$ cat config.mk
export PLATFORM = sky130hd
export DESIGN_NAME = btb_update_writer_flat
export DESIGN_NICKNAME = d
export VERILOG_FILES = /design/src/rtl/btb_pkg.sv /design/src/rtl/btb_update_writer_if.sv /design/src/rtl/btb_upd_fifo.sv /design/src/rtl/btb_update_writer.sv /design/src/flat_wrapper.sv
export SDC_FILE = /design/constraint.sdc
export NUM_CORES = 1
export LEC_CHECK = 0
export ABC_AREA = 1
export CORE_MARGIN = 8
export CORE_UTILIZATION = 50
export CTS_CLUSTER_SIZE = 14
export DETAILED_ROUTE_END_ITERATION = 10
export PLACE_DENSITY = 0.81
export SYNTH_ARGS = -nofsm -noshare
export SYNTH_HDL_FRONTEND = slang
export SYNTH_HIERARCHICAL = 1
export SYNTH_SLANG_ARGS = --single-unit
$ cat constraint.sdc
create_clock -name clk -period 3.93 [get_ports clk]
set_input_delay 0.786 -clock clk [delete_from_list [all_inputs] [get_ports clk]]
set_output_delay 0.786 -clock clk [all_outputs]
set_load 0.005 [all_outputs]
$ cat src/rtl/btb_pkg.sv
// Shared BTB definitions: default widths, 2-bit counter encodings and PC field helpers.
package btb_pkg;

  localparam int DEF_ADDR_W = 32;
  localparam int DEF_IDX_W  = 6;
  localparam int DEF_TAG_W  = DEF_ADDR_W - DEF_IDX_W - 2;

  localparam logic [1:0] CTR_SNT = 2'd0;
  localparam logic [1:0] CTR_WNT = 2'd1;
  localparam logic [1:0] CTR_WT  = 2'd2;
  localparam logic [1:0] CTR_ST  = 2'd3;

  function automatic logic [1:0] sat_inc(input logic [1:0] c);
    return (c == CTR_ST) ? CTR_ST : c + 2'd1;
  endfunction

  function automatic logic [1:0] sat_dec(input logic [1:0] c);
    return (c == CTR_SNT) ? CTR_SNT : c - 2'd1;
  endfunction

  function automatic logic [DEF_IDX_W-1:0] pc_idx(input logic [DEF_ADDR_W-1:0] pc);
    return pc[DEF_IDX_W+1:2];
  endfunction

  function automatic logic [DEF_TAG_W-1:0] pc_tag(input logic [DEF_ADDR_W-1:0] pc);
    return pc[DEF_ADDR_W-1:DEF_IDX_W+2];
  endfunction

endpackage

$ cat src/rtl/btb_update_writer_if.sv
// Signal bundle between the EX branch resolver, the update writer and the BTB array ports.
interface btb_update_writer_if
  import btb_pkg::*;
#(
  parameter int ADDR_W = DEF_ADDR_W,
  parameter int IDX_W  = DEF_IDX_W,
  parameter int TAG_W  = ADDR_W - IDX_W - 2
) ();

  // Handshakes: res_* transfers on a cycle with res_valid && res_ready; btb_rd_en is a
  // one-cycle request whose btb_rd_* data is valid the following cycle; btb_wr_en and
  // its data stay stable until the cycle with btb_wr_grant, which completes the write.
  logic              res_valid;
  logic              res_ready;
  logic [ADDR_W-1:0] res_pc;
  logic [ADDR_W-1:0] res_target;
  logic              res_taken;

  logic              btb_rd_en;
  logic [IDX_W-1:0]  btb_rd_idx;
  logic              btb_rd_vld;
  logic [TAG_W-1:0]  btb_rd_tag;
  logic [1:0]        btb_rd_ctr;

  logic              btb_wr_en;
  logic              btb_wr_grant;
  logic [IDX_W-1:0]  btb_wr_idx;
  logic [TAG_W-1:0]  btb_wr_tag;
  logic [ADDR_W-1:0] btb_wr_target;
  logic [1:0]        btb_wr_ctr;

  modport slave (
    input  res_valid, res_pc, res_target, res_taken,
    output res_ready,
    output btb_rd_en, btb_rd_idx,
    input  btb_rd_vld, btb_rd_tag, btb_rd_ctr,
    output btb_wr_en, btb_wr_idx, btb_wr_tag, btb_wr_target, btb_wr_ctr,
    input  btb_wr_grant
  );

  modport master (
    output res_valid, res_pc, res_target, res_taken,
    input  res_ready,
    input  btb_rd_en, btb_rd_idx,
    output btb_rd_vld, btb_rd_tag, btb_rd_ctr,
    input  btb_wr_en, btb_wr_idx, btb_wr_tag, btb_wr_target, btb_wr_ctr,
    output btb_wr_grant
  );

endinterface

$ cat src/rtl/btb_upd_fifo.sv
// In-order queue of resolved branches awaiting their BTB read-modify-write.
module btb_upd_fifo #(
  parameter int W     = 8,
  parameter int DEPTH = 4
) (
  input  logic         clk,
  input  logic         rst_n,
  input  logic         push,
  input  logic [W-1:0] din,
  input  logic         pop,
  output logic [W-1:0] dout,
  output logic         full,
  output logic         empty
);

  localparam int PW = $clog2(DEPTH);

  logic [W-1:0]  mem [DEPTH];
  logic [PW-1:0] wr_ptr;
  logic [PW-1:0] rd_ptr;
  logic [PW:0]   count;
  logic          do_push;
  logic          do_pop;

  assign full    = (count == (PW+1)'(DEPTH));
  assign empty   = (count == '0);
  assign do_push = push && !full;
  assign do_pop  = pop && !empty;
  assign dout    = mem[rd_ptr];

  always_ff @(posedge clk) begin
    if (do_push) mem[wr_ptr] <= din;
  end

  // Power-of-two depth lets the pointers wrap naturally.
  always_ff @(posedge clk or negedge rst_n) begin
    if (!rst_n) begin
      wr_ptr <= '0;
      rd_ptr <= '0;
      count  <= '0;
    end else begin
      if (do_push) wr_ptr <= wr_ptr + PW'(1);
      if (do_pop)  rd_ptr <= rd_ptr + PW'(1);
      case ({do_push, do_pop})
        2'b10:   count <= count + (PW+1)'(1);
        2'b01:   count <= count - (PW+1)'(1);
        default: count <= count;
      endcase
    end
  end

endmodule

$ cat src/rtl/btb_update_writer.sv
// BTB write side: queues EX-resolved branches and read-modify-writes the indexed entry.
// Optional BTB_UPD_STATS_EN adds stat_upd/stat_alloc/stat_drop event counters.
module btb_update_writer
  import btb_pkg::*;
#(
  parameter int ADDR_W = DEF_ADDR_W,
  parameter int IDX_W  = DEF_IDX_W,
  parameter int TAG_W  = ADDR_W - IDX_W - 2,
  parameter int DEPTH  = 4
) (
  input  logic               clk,
  input  logic               rst_n,
  btb_update_writer_if.slave u,
  output logic               busy,
  output logic [1:0]         dbg_state
`ifdef BTB_UPD_STATS_EN
  ,
  output logic [15:0]        stat_upd,
  output logic [15:0]        stat_alloc,
  output logic [15:0]        stat_drop
`endif
);

  typedef enum logic [1:0] {
    IDLE = 2'd0,
    RD   = 2'd1,
    CMP  = 2'd2,
    WR   = 2'd3
  } state_t;

  localparam int PCW_W = ADDR_W - 2;
  localparam int ENT_W = PCW_W + ADDR_W + 1;

  state_t            state;
  logic              fifo_push;
  logic              fifo_pop;
  logic              fifo_full;
  logic              fifo_empty;
  logic [ENT_W-1:0]  fifo_din;
  logic [ENT_W-1:0]  fifo_dout;
  logic [PCW_W-1:0]  head_pcw;
  logic [ADDR_W-1:0] head_target;
  logic              head_taken;

  logic [IDX_W-1:0]  w_idx;
  logic [TAG_W-1:0]  w_tag;
  logic [ADDR_W-1:0] w_target;
  logic              w_taken;

  logic              rd_en;
  logic              wr_en;
  logic [IDX_W-1:0]  wr_idx;
  logic [TAG_W-1:0]  wr_tag;
  logic [ADDR_W-1:0] wr_target;
  logic [1:0]        wr_ctr;

  logic              hit;
  logic              alloc;
  logic              drop;
  logic              granted;
  logic              pc_lsb_unused;

  // Instructions are word aligned, so the two PC LSBs carry no index or tag information.
  assign pc_lsb_unused = ^u.res_pc[1:0];

  assign fifo_push = u.res_valid && !fifo_full;
  assign fifo_pop  = (state == IDLE) && !fifo_empty;
  assign fifo_din  = {u.res_pc[ADDR_W-1:2], u.res_target, u.res_taken};
  assign {head_pcw, head_target, head_taken} = fifo_dout;

  btb_upd_fifo #(
    .W     (ENT_W),
    .DEPTH (DEPTH)
  ) u_fifo (
    .clk   (clk),
    .rst_n (rst_n),
    .push  (fifo_push),
    .din   (fifo_din),
    .pop   (fifo_pop),
    .dout  (fifo_dout),
    .full  (fifo_full),
    .empty (fifo_empty)
  );

  assign hit     = u.btb_rd_vld && (u.btb_rd_tag == w_tag);
  assign alloc   = (state == CMP) && !hit && w_taken;
  assign drop    = (state == CMP) && !hit && !w_taken;
  assign granted = (state == WR) && u.btb_wr_grant;

  // Read data arrives in CMP, one cycle after rd_en; the next pop waits for the write
  // grant so a following update to the same index reads the freshly written entry.
  always_ff @(posedge clk or negedge rst_n) begin
    if (!rst_n) begin
      state     <= IDLE;
      w_idx     <= '0;
      w_tag     <= '0;
      w_target  <= '0;
      w_taken   <= 1'b0;
      rd_en     <= 1'b0;
      wr_en     <= 1'b0;
      wr_idx    <= '0;
      wr_tag    <= '0;
      wr_target <= '0;
      wr_ctr    <= CTR_SNT;
    end else begin
      case (state)
        IDLE: begin
          if (fifo_pop) begin
            w_idx    <= head_pcw[IDX_W-1:0];
            w_tag    <= head_pcw[PCW_W-1:IDX_W];
            w_target <= head_target;
            w_taken  <= head_taken;
            rd_en    <= 1'b1;
            state    <= RD;
          end
        end
        RD: begin
          rd_en <= 1'b0;
          state <= CMP;
        end
        CMP: begin
          if (hit || w_taken) begin
            wr_en     <= 1'b1;
            wr_idx    <= w_idx;
            wr_tag    <= w_tag;
            wr_target <= w_target;
            wr_ctr    <= !hit ? CTR_WT
                       : (w_taken ? sat_inc(u.btb_rd_ctr) : sat_dec(u.btb_rd_ctr));
            state     <= WR;
          end else begin
            state <= IDLE;
          end
        end
        WR: begin
          if (u.btb_wr_grant) begin
            wr_en <= 1'b0;
            state <= IDLE;
          end
        end
        default: state <= IDLE;
      endcase
    end
  end

  assign u.res_ready     = !fifo_full;
  assign u.btb_rd_en     = rd_en;
  assign u.btb_rd_idx    = w_idx;
  assign u.btb_wr_en     = wr_en;
  assign u.btb_wr_idx    = wr_idx;
  assign u.btb_wr_tag    = wr_tag;
  assign u.btb_wr_target = wr_target;
  assign u.btb_wr_ctr    = wr_ctr;

  assign busy      = !fifo_empty || (state != IDLE);
  assign dbg_state = state;

`ifdef BTB_UPD_STATS_EN
  always_ff @(posedge clk or negedge rst_n) begin
    if (!rst_n) begin
      stat_upd   <= '0;
      stat_alloc <= '0;
      stat_drop  <= '0;
    end else begin
      if (granted) stat_upd   <= stat_upd + 16'd1;
      if (alloc)   stat_alloc <= stat_alloc + 16'd1;
      if (drop)    stat_drop  <= stat_drop + 16'd1;
    end
  end
`else
  logic stats_unused;
  assign stats_unused = granted ^ alloc ^ drop;
`endif

endmodule
$ cat src/flat_wrapper.sv
// flat-port wrapper written by rule: the top's interface ports become plain ports
module btb_update_writer_flat import btb_pkg::*;
#(
  parameter int ADDR_W = DEF_ADDR_W,
  parameter int IDX_W  = DEF_IDX_W,
  parameter int TAG_W  = ADDR_W - IDX_W - 2,
  parameter int DEPTH  = 4
)
  (clk, rst_n, busy, dbg_state, u_res_valid, u_res_pc, u_res_target, u_res_taken, u_res_ready, u_btb_rd_en, u_btb_rd_idx, u_btb_rd_vld, u_btb_rd_tag, u_btb_rd_ctr, u_btb_wr_en, u_btb_wr_idx, u_btb_wr_tag, u_btb_wr_target, u_btb_wr_ctr, u_btb_wr_grant);
  btb_update_writer_if #(.ADDR_W(ADDR_W), .IDX_W(IDX_W), .TAG_W(TAG_W)) u_i ();
  input  logic clk;
  input  logic rst_n;
  output logic busy;
  output logic [1:0] dbg_state;
  input wire logic [$bits(u_i.res_valid)-1:0] u_res_valid;
  input wire logic [$bits(u_i.res_pc)-1:0] u_res_pc;
  input wire logic [$bits(u_i.res_target)-1:0] u_res_target;
  input wire logic [$bits(u_i.res_taken)-1:0] u_res_taken;
  output wire logic [$bits(u_i.res_ready)-1:0] u_res_ready;
  output wire logic [$bits(u_i.btb_rd_en)-1:0] u_btb_rd_en;
  output wire logic [$bits(u_i.btb_rd_idx)-1:0] u_btb_rd_idx;
  input wire logic [$bits(u_i.btb_rd_vld)-1:0] u_btb_rd_vld;
  input wire logic [$bits(u_i.btb_rd_tag)-1:0] u_btb_rd_tag;
  input wire logic [$bits(u_i.btb_rd_ctr)-1:0] u_btb_rd_ctr;
  output wire logic [$bits(u_i.btb_wr_en)-1:0] u_btb_wr_en;
  output wire logic [$bits(u_i.btb_wr_idx)-1:0] u_btb_wr_idx;
  output wire logic [$bits(u_i.btb_wr_tag)-1:0] u_btb_wr_tag;
  output wire logic [$bits(u_i.btb_wr_target)-1:0] u_btb_wr_target;
  output wire logic [$bits(u_i.btb_wr_ctr)-1:0] u_btb_wr_ctr;
  input wire logic [$bits(u_i.btb_wr_grant)-1:0] u_btb_wr_grant;
  assign u_i.res_valid = u_res_valid;
  assign u_i.res_pc = u_res_pc;
  assign u_i.res_target = u_res_target;
  assign u_i.res_taken = u_res_taken;
  assign u_res_ready = u_i.res_ready;
  assign u_btb_rd_en = u_i.btb_rd_en;
  assign u_btb_rd_idx = u_i.btb_rd_idx;
  assign u_i.btb_rd_vld = u_btb_rd_vld;
  assign u_i.btb_rd_tag = u_btb_rd_tag;
  assign u_i.btb_rd_ctr = u_btb_rd_ctr;
  assign u_btb_wr_en = u_i.btb_wr_en;
  assign u_btb_wr_idx = u_i.btb_wr_idx;
  assign u_btb_wr_tag = u_i.btb_wr_tag;
  assign u_btb_wr_target = u_i.btb_wr_target;
  assign u_btb_wr_ctr = u_i.btb_wr_ctr;
  assign u_i.btb_wr_grant = u_btb_wr_grant;
  btb_update_writer #(.ADDR_W(ADDR_W), .IDX_W(IDX_W), .TAG_W(TAG_W), .DEPTH(DEPTH)) u_core (.clk(clk), .rst_n(rst_n), .u(u_i), .busy(busy), .dbg_state(dbg_state));
endmodule
==> impl_results.html <==
<table>
<tr><th>Metric</th><th>Value</th></tr>
<tr><th colspan="2">Placement</th></tr>
<tr><td>Port Buffer Count</td><td>169</td></tr>
<tr><td>Half-perimeter wire length after placement</td><td>23500 um</td></tr>
<tr><td>Routability Congestion</td><td>0.830</td></tr>
<tr><th colspan="2">Layout</th></tr>
<tr><td>Count of nets after finishing</td><td>1728</td></tr>
<tr><td>Fillcell total</td><td>~2500</td></tr>
<tr><td>Layout area overhead</td><td>20.4%</td></tr>
<tr><td>Layout cell share with drive strength beyond 1</td><td>0.113</td></tr>
<tr><th colspan="2">Timing</th></tr>
<tr><td>Max Freq</td><td>371 MHz</td></tr>
<tr><td>Setup_tns</td><td>0 ns</td></tr>
<tr><td>Final period demand of the worst path</td><td>2.70 ns</td></tr>
<tr><td>Final slew viol count</td><td>0</td></tr>
<tr><td>Final-report hold violation count</td><td>0</td></tr>
<tr><td>RSZ-0062 raised after global routing</td><td>no</td></tr>
<tr><td>Fin crit share</td><td>0.686</td></tr>
<tr><td>Worst setup skew after layout</td><td>0.0135 ns</td></tr>
<tr><td>Setup-violating endpoint count in the final report</td><td>0</td></tr>
<tr><td>Transition at the pin with the smallest max-transition slack</td><td>1.16 ns</td></tr>
<tr><td>Normalized max-slew margin</td><td>0.229</td></tr>
<tr><th colspan="2">Floorplanning</th></tr>
<tr><td>Floorplan die width</td><td>197 um</td></tr>
<tr><td>Core box area</td><td>0.0325 mm^2</td></tr>
<tr><td>Num rows</td><td>66</td></tr>
<tr><td>Initial Util</td><td>0.506</td></tr>
<tr><td>Num ports</td><td>between 150 and 200</td></tr>
<tr><td>Die outline area</td><td>around 0.039 mm^2</td></tr>
<tr><td>Die span in y</td><td>roughly 200 um</td></tr>
<tr><th colspan="2">Global route</th></tr>
<tr><td>First-pass GRT wire length</td><td>58000 um</td></tr>
<tr><td>GRT overflow</td><td>0</td></tr>
<tr><td>Number of antenna violations at the first check in global routing</td><td>4</td></tr>
<tr><td>Combined global-route utilization of all metal layers</td><td>0.189</td></tr>
<tr><td>Pin count of the biggest net entering global routing</td><td>154</td></tr>
<tr><td>Via count of the first global-routing pass</td><td>~11000</td></tr>
<tr><th colspan="2">Setup path</th></tr>
<tr><td>Worst endpoint data arrival time</td><td>1.91 ns</td></tr>
<tr><td>Slowest-stage cell, CP</td><td>sky130_fd_sc_hd__clkdlybuf4s50_1</td></tr>
<tr><td>CP required</td><td>around 3.1 ns</td></tr>
<tr><td>Maximum single-stage delay on the critical path</td><td>0.52 ns</td></tr>
<tr><td>Setup crit end kind</td><td>output pin</td></tr>
<tr><td>Critical path launch point type</td><td>flop</td></tr>
<tr><td>Critical Setup Path Class</td><td>flop to output pin</td></tr>
<tr><td>Worst Path Buf+Inv</td><td>1</td></tr>
<tr><td>Top delay family on crit path</td><td>buffers and inverters</td></tr>
<tr><td>Series of cell instances along the critical path</td><td>nor2_1 &gt; nand2_1 &gt; clkdlybuf4s50_1</td></tr>
<tr><td>Maximum fanout encountered on the critical timing path</td><td>7</td></tr>
<tr><th colspan="2">Yosys</th></tr>
<tr><td>Cell area after synthesis</td><td>0.0164 mm^2</td></tr>
<tr><td>Multiplexer area fraction after synthesis</td><td>0</td></tr>
<tr><td>Async set-reset flop share out of synthesis</td><td>0.354</td></tr>
<tr><td>Synth Area in Compound Gates</td><td>0.0828</td></tr>
<tr><td>Basic-gate share of the synthesized area counting and, or, nand and nor cells</td><td>0.166</td></tr>
<tr><td>Most used flip-flop cell after synthesis</td><td>sky130_fd_sc_hd__edfxtp_1</td></tr>
<tr><td>Yosys Warn Count</td><td>6</td></tr>
<tr><td>Largest family of logic cells by synthesized area</td><td>simple AND/OR/NAND/NOR gates</td></tr>
<tr><td>Number of library cell types mapped by synthesis</td><td>25</td></tr>
<tr><td>Sequential element share of the synthesized area</td><td>0.671</td></tr>
<tr><td>Number of cells produced by synthesis</td><td>1468</td></tr>
<tr><td>Average footprint of a synthesized cell</td><td>between 10 and 15 um^2</td></tr>
<tr><td>Post-synth EDFFs</td><td>252</td></tr>
<tr><td>Synthesized Nets</td><td>1570</td></tr>
<tr><td>Seq cells post-synth</td><td>390</td></tr>
<tr><td>Xor-xnor portion of the synthesized cell area</td><td>0.00426</td></tr>
<tr><td>Fraction of the mapped netlist area in adder cells</td><td>0.00503</td></tr>
<tr><th colspan="2">Power and ir drop</th></tr>
<tr><td>Switching pwr</td><td>5.22 mW</td></tr>
<tr><td>Post-layout total power</td><td>14.9 mW</td></tr>
<tr><td>Total power divided by cell area</td><td>751 mW/mm^2</td></tr>
<tr><td>Leak pwr</td><td>8.64 nW</td></tr>
<tr><td>Maximum VDD drop</td><td>0.724 mV</td></tr>
<tr><td>Switching Share</td><td>0.352</td></tr>
<tr><td>Internal Dissipation</td><td>9.63 mW</td></tr>
<tr><td>Power share of the combinational group</td><td>0.339</td></tr>
<tr><td>Clock network fraction of design power</td><td>0.243</td></tr>
<tr><td>Seq pwr share</td><td>0.418</td></tr>
<tr><th colspan="2">Clock tree</th></tr>
<tr><td>CTS H-tree depth</td><td>2</td></tr>
<tr><td>Resize count post-CTS</td><td>0</td></tr>
<tr><td>Count of buffers added by post-CTS timing repair for setup</td><td>0</td></tr>
<tr><td>Clk_lat worst skew</td><td>0.52 ns</td></tr>
<tr><td>Number of buffers between clock root and the deepest sink</td><td>3</td></tr>
<tr><td>Sinks on Clock Net</td><td>a little under 400</td></tr>
<tr><td>Clock transition at the registers of the reported paths</td><td>approximately 0.060 ns</td></tr>
<tr><td>Clock buffers created by TritonCTS</td><td>39</td></tr>
<tr><td>TritonCTS clock tree</td><td>built</td></tr>
<tr><td>CTS Root Cell</td><td>sky130_fd_sc_hd__clkbuf_16</td></tr>
<tr><td>Hold buffers post-CTS</td><td>0</td></tr>
<tr><th colspan="2">Route</th></tr>
<tr><td>Violation count after the first detailed-routing iteration</td><td>a little under 900</td></tr>
<tr><td>Post-route DRC violation count</td><td>0</td></tr>
<tr><td>Average via count per standard cell</td><td>between 5 and 6</td></tr>
<tr><td>Number of nets with antenna violations after routing</td><td>0</td></tr>
<tr><td>First drt pass iteration count</td><td>6</td></tr>
<tr><td>Total vias in the final route</td><td>10500</td></tr>
<tr><td>Total Routed Length</td><td>roughly 37000 um</td></tr>
<tr><td>WL/cell</td><td>17.6 um</td></tr>
<tr><th colspan="2">Worst hold path</th></tr>
<tr><td>Class of the tightest hold or removal check</td><td>input port to asynchronous set/reset pin</td></tr>
<tr><th colspan="2">Outcome</th></tr>
<tr><td>Run status</td><td>complete, no violations</td></tr>
<tr><th colspan="2">Run</th></tr>
<tr><td>Max-cap viol count</td><td>0</td></tr>
</table>
[worst paths after layout]
path,start,slack [ns],depth (start not counted),endpoint
min reg2reg,u_core/w_target[22],0.47,2,u_core/u.btb_wr_target[22]
max,u_core/dbg_state[1],1.23,3,busy
max reg2reg,u_core/dbg_state[1],1.28,12,u_core/u_fifo/count[2]
min in group clk,u_core/w_target[22],0.47,2,u_core/u.btb_wr_target[22]
min,rst_n,0.31,1,u_core/u.btb_wr_idx[4]
max in group asynchronous,rst_n,2.74,2,u_core/w_tag[23]
[state kept, by name (all words and copies together), names as in the netlist, 2 cells and up]
signal / count
u_core/u_fifo/mem: 252
u_core/u.btb_wr_target: 32
u_core/u.btb_wr_idx: 6
u_core/u_fifo/count: 3
u_core/u_fifo/wr_ptr: 2
u_core/u.btb_rd_idx: 6
u_core/w_target: 32
u_core/u.btb_wr_ctr: 2
u_core/u_fifo/rd_ptr: 2
u_core/u.btb_wr_tag: 24
u_core/dbg_state: 2
u_core/w_tag: 24
[power by group through the flow]
stage               Sequential [mW]  Clock [mW]  Combinational, mW
CTS                            6.21        3.68               5.09
finish                         6.21        3.61               5.04
global route                   6.32        3.83               5.61
detailed placement             6.28           0               5.03
floorplan                      6.21           0               3.28
global placement               6.24           0               4.86
[worst register-to-register path: cells and delay by family, from the launching register on]
family,cells,cell delay [ns]
AND/OR/NAND/NOR,7,1.18
adder cells (fa/ha/maj),2,0.60
flip-flops,1,0.47
buffers and inverters,3,0.30
[Yosys cell counts, types with 5 or more instances]
| cell type | instances | area share |
|---|---|---|
| sky130_fd_sc_hd__edfxtp_1 | 252 | 0.46 |
| sky130_fd_sc_hd__o21ai_0 | 20 | 0.0061 |
| sky130_fd_sc_hd__nor2_1 | 21 | 0.0048 |
| sky130_fd_sc_hd__nand3_1 | 47 | 0.014 |
| sky130_fd_sc_hd__inv_2 | 5 | 0.0011 |
| sky130_fd_sc_hd__buf_6 | 23 | 0.016 |
| sky130_fd_sc_hd__dfrtp_1 | 138 | 0.21 |
| sky130_fd_sc_hd__nand3_2 | 30 | 0.018 |
| sky130_fd_sc_hd__inv_1 | 181 | 0.041 |
| sky130_fd_sc_hd__o211ai_1 | 66 | 0.030 |
| sky130_fd_sc_hd__xnor2_1 | 8 | 0.0043 |
| sky130_fd_sc_hd__clkbuf_1 | 28 | 0.0064 |
| sky130_fd_sc_hd__nand2_1 | 554 | 0.13 |
| sky130_fd_sc_hd__o211ai_2 | 60 | 0.046 |
| sky130_fd_sc_hd__buf_2 | 18 | 0.0055 |
| sky130_fd_sc_hd__ha_1 | 5 | 0.0038 |
[logic make-up after synthesis]
| family | after synthesis |
|---|---|
| AO/OA/AOI/OAI | 148 |
| AND/OR/NAND/NOR | 656 |
| adder cells (fa/ha/maj) | 6 |
| buffers and inverters | 260 |
| flip-flops | 390 |
| XOR/XNOR | 8 |
[per-layer routing]
metal  track usage  vias to the layer above  part of all wire
li1              -                     5142                 -
met3        0.0424                       59             0.063
met5             0                        -           0.00087
met2         0.319                      285              0.49
met1         0.241                     5031              0.42
met4        0.0566                        6             0.024
[layout make-up]
cell class	instances	area [um^2]	area share
Clock inverter	12	103	0.00519
Tap cell	442	553	0.0280
Clock buffer	60	1170	0.0590
Multi-Input combinational cell	818	4290	0.217
Antenna cell	1	2.50	0.000127
Inverter	186	706	0.0357
Sequential cell	390	11000	0.557
Timing Repair Buffer	191	1930	0.0977
[per-stage QoR]
stage,hold slack [ns],instance area (um^2),setup slack [ns],utilization,cells
6_report,0.305,19800,1.23,0.610,2100
5_1_grt,0.365,19800,1.12,0.610,2100
4_1_cts,0.355,19800,1.21,0.609,2099
3_5_place_dp,0.456,18500,0.898,0.570,2027
3_3_place_gp,0.454,18500,0.911,0.570,2027
2_1_floorplan,0.442,16400,-0.320,-,1468
[placed cells by master (no fill, tap or decap), types with 2 or more instances in the layout]
master | synthesis | final
sky130_fd_sc_hd__nand3_1 | 47 | 46
sky130_fd_sc_hd__nor2_1 | 21 | 16
sky130_fd_sc_hd__o21ai_0 | 20 | 20
sky130_fd_sc_hd__nor2_4 | 0 | 5
sky130_fd_sc_hd__buf_12 | 0 | 6
sky130_fd_sc_hd__clkbuf_1 | 28 | 12
sky130_fd_sc_hd__xnor2_1 | 8 | 8
sky130_fd_sc_hd__clkinv_2 | 0 | 7
sky130_fd_sc_hd__o211ai_2 | 60 | 60
sky130_fd_sc_hd__clkdlybuf4s50_1 | 0 | 168
sky130_fd_sc_hd__nand2_4 | 1 | 2
sky130_fd_sc_hd__o211ai_1 | 66 | 66
sky130_fd_sc_hd__clkbuf_8 | 0 | 7
sky130_fd_sc_hd__buf_4 | 1 | 16
sky130_fd_sc_hd__clkbuf_16 | 0 | 41
sky130_fd_sc_hd__nand3_2 | 30 | 30
sky130_fd_sc_hd__dfrtp_1 | 138 | 137
sky130_fd_sc_hd__inv_2 | 5 | 4
sky130_fd_sc_hd__edfxtp_1 | 252 | 252
sky130_fd_sc_hd__nand2_1 | 554 | 554
sky130_fd_sc_hd__inv_1 | 181 | 181
sky130_fd_sc_hd__ha_1 | 5 | 5
(Power assumes the default switching activity.)
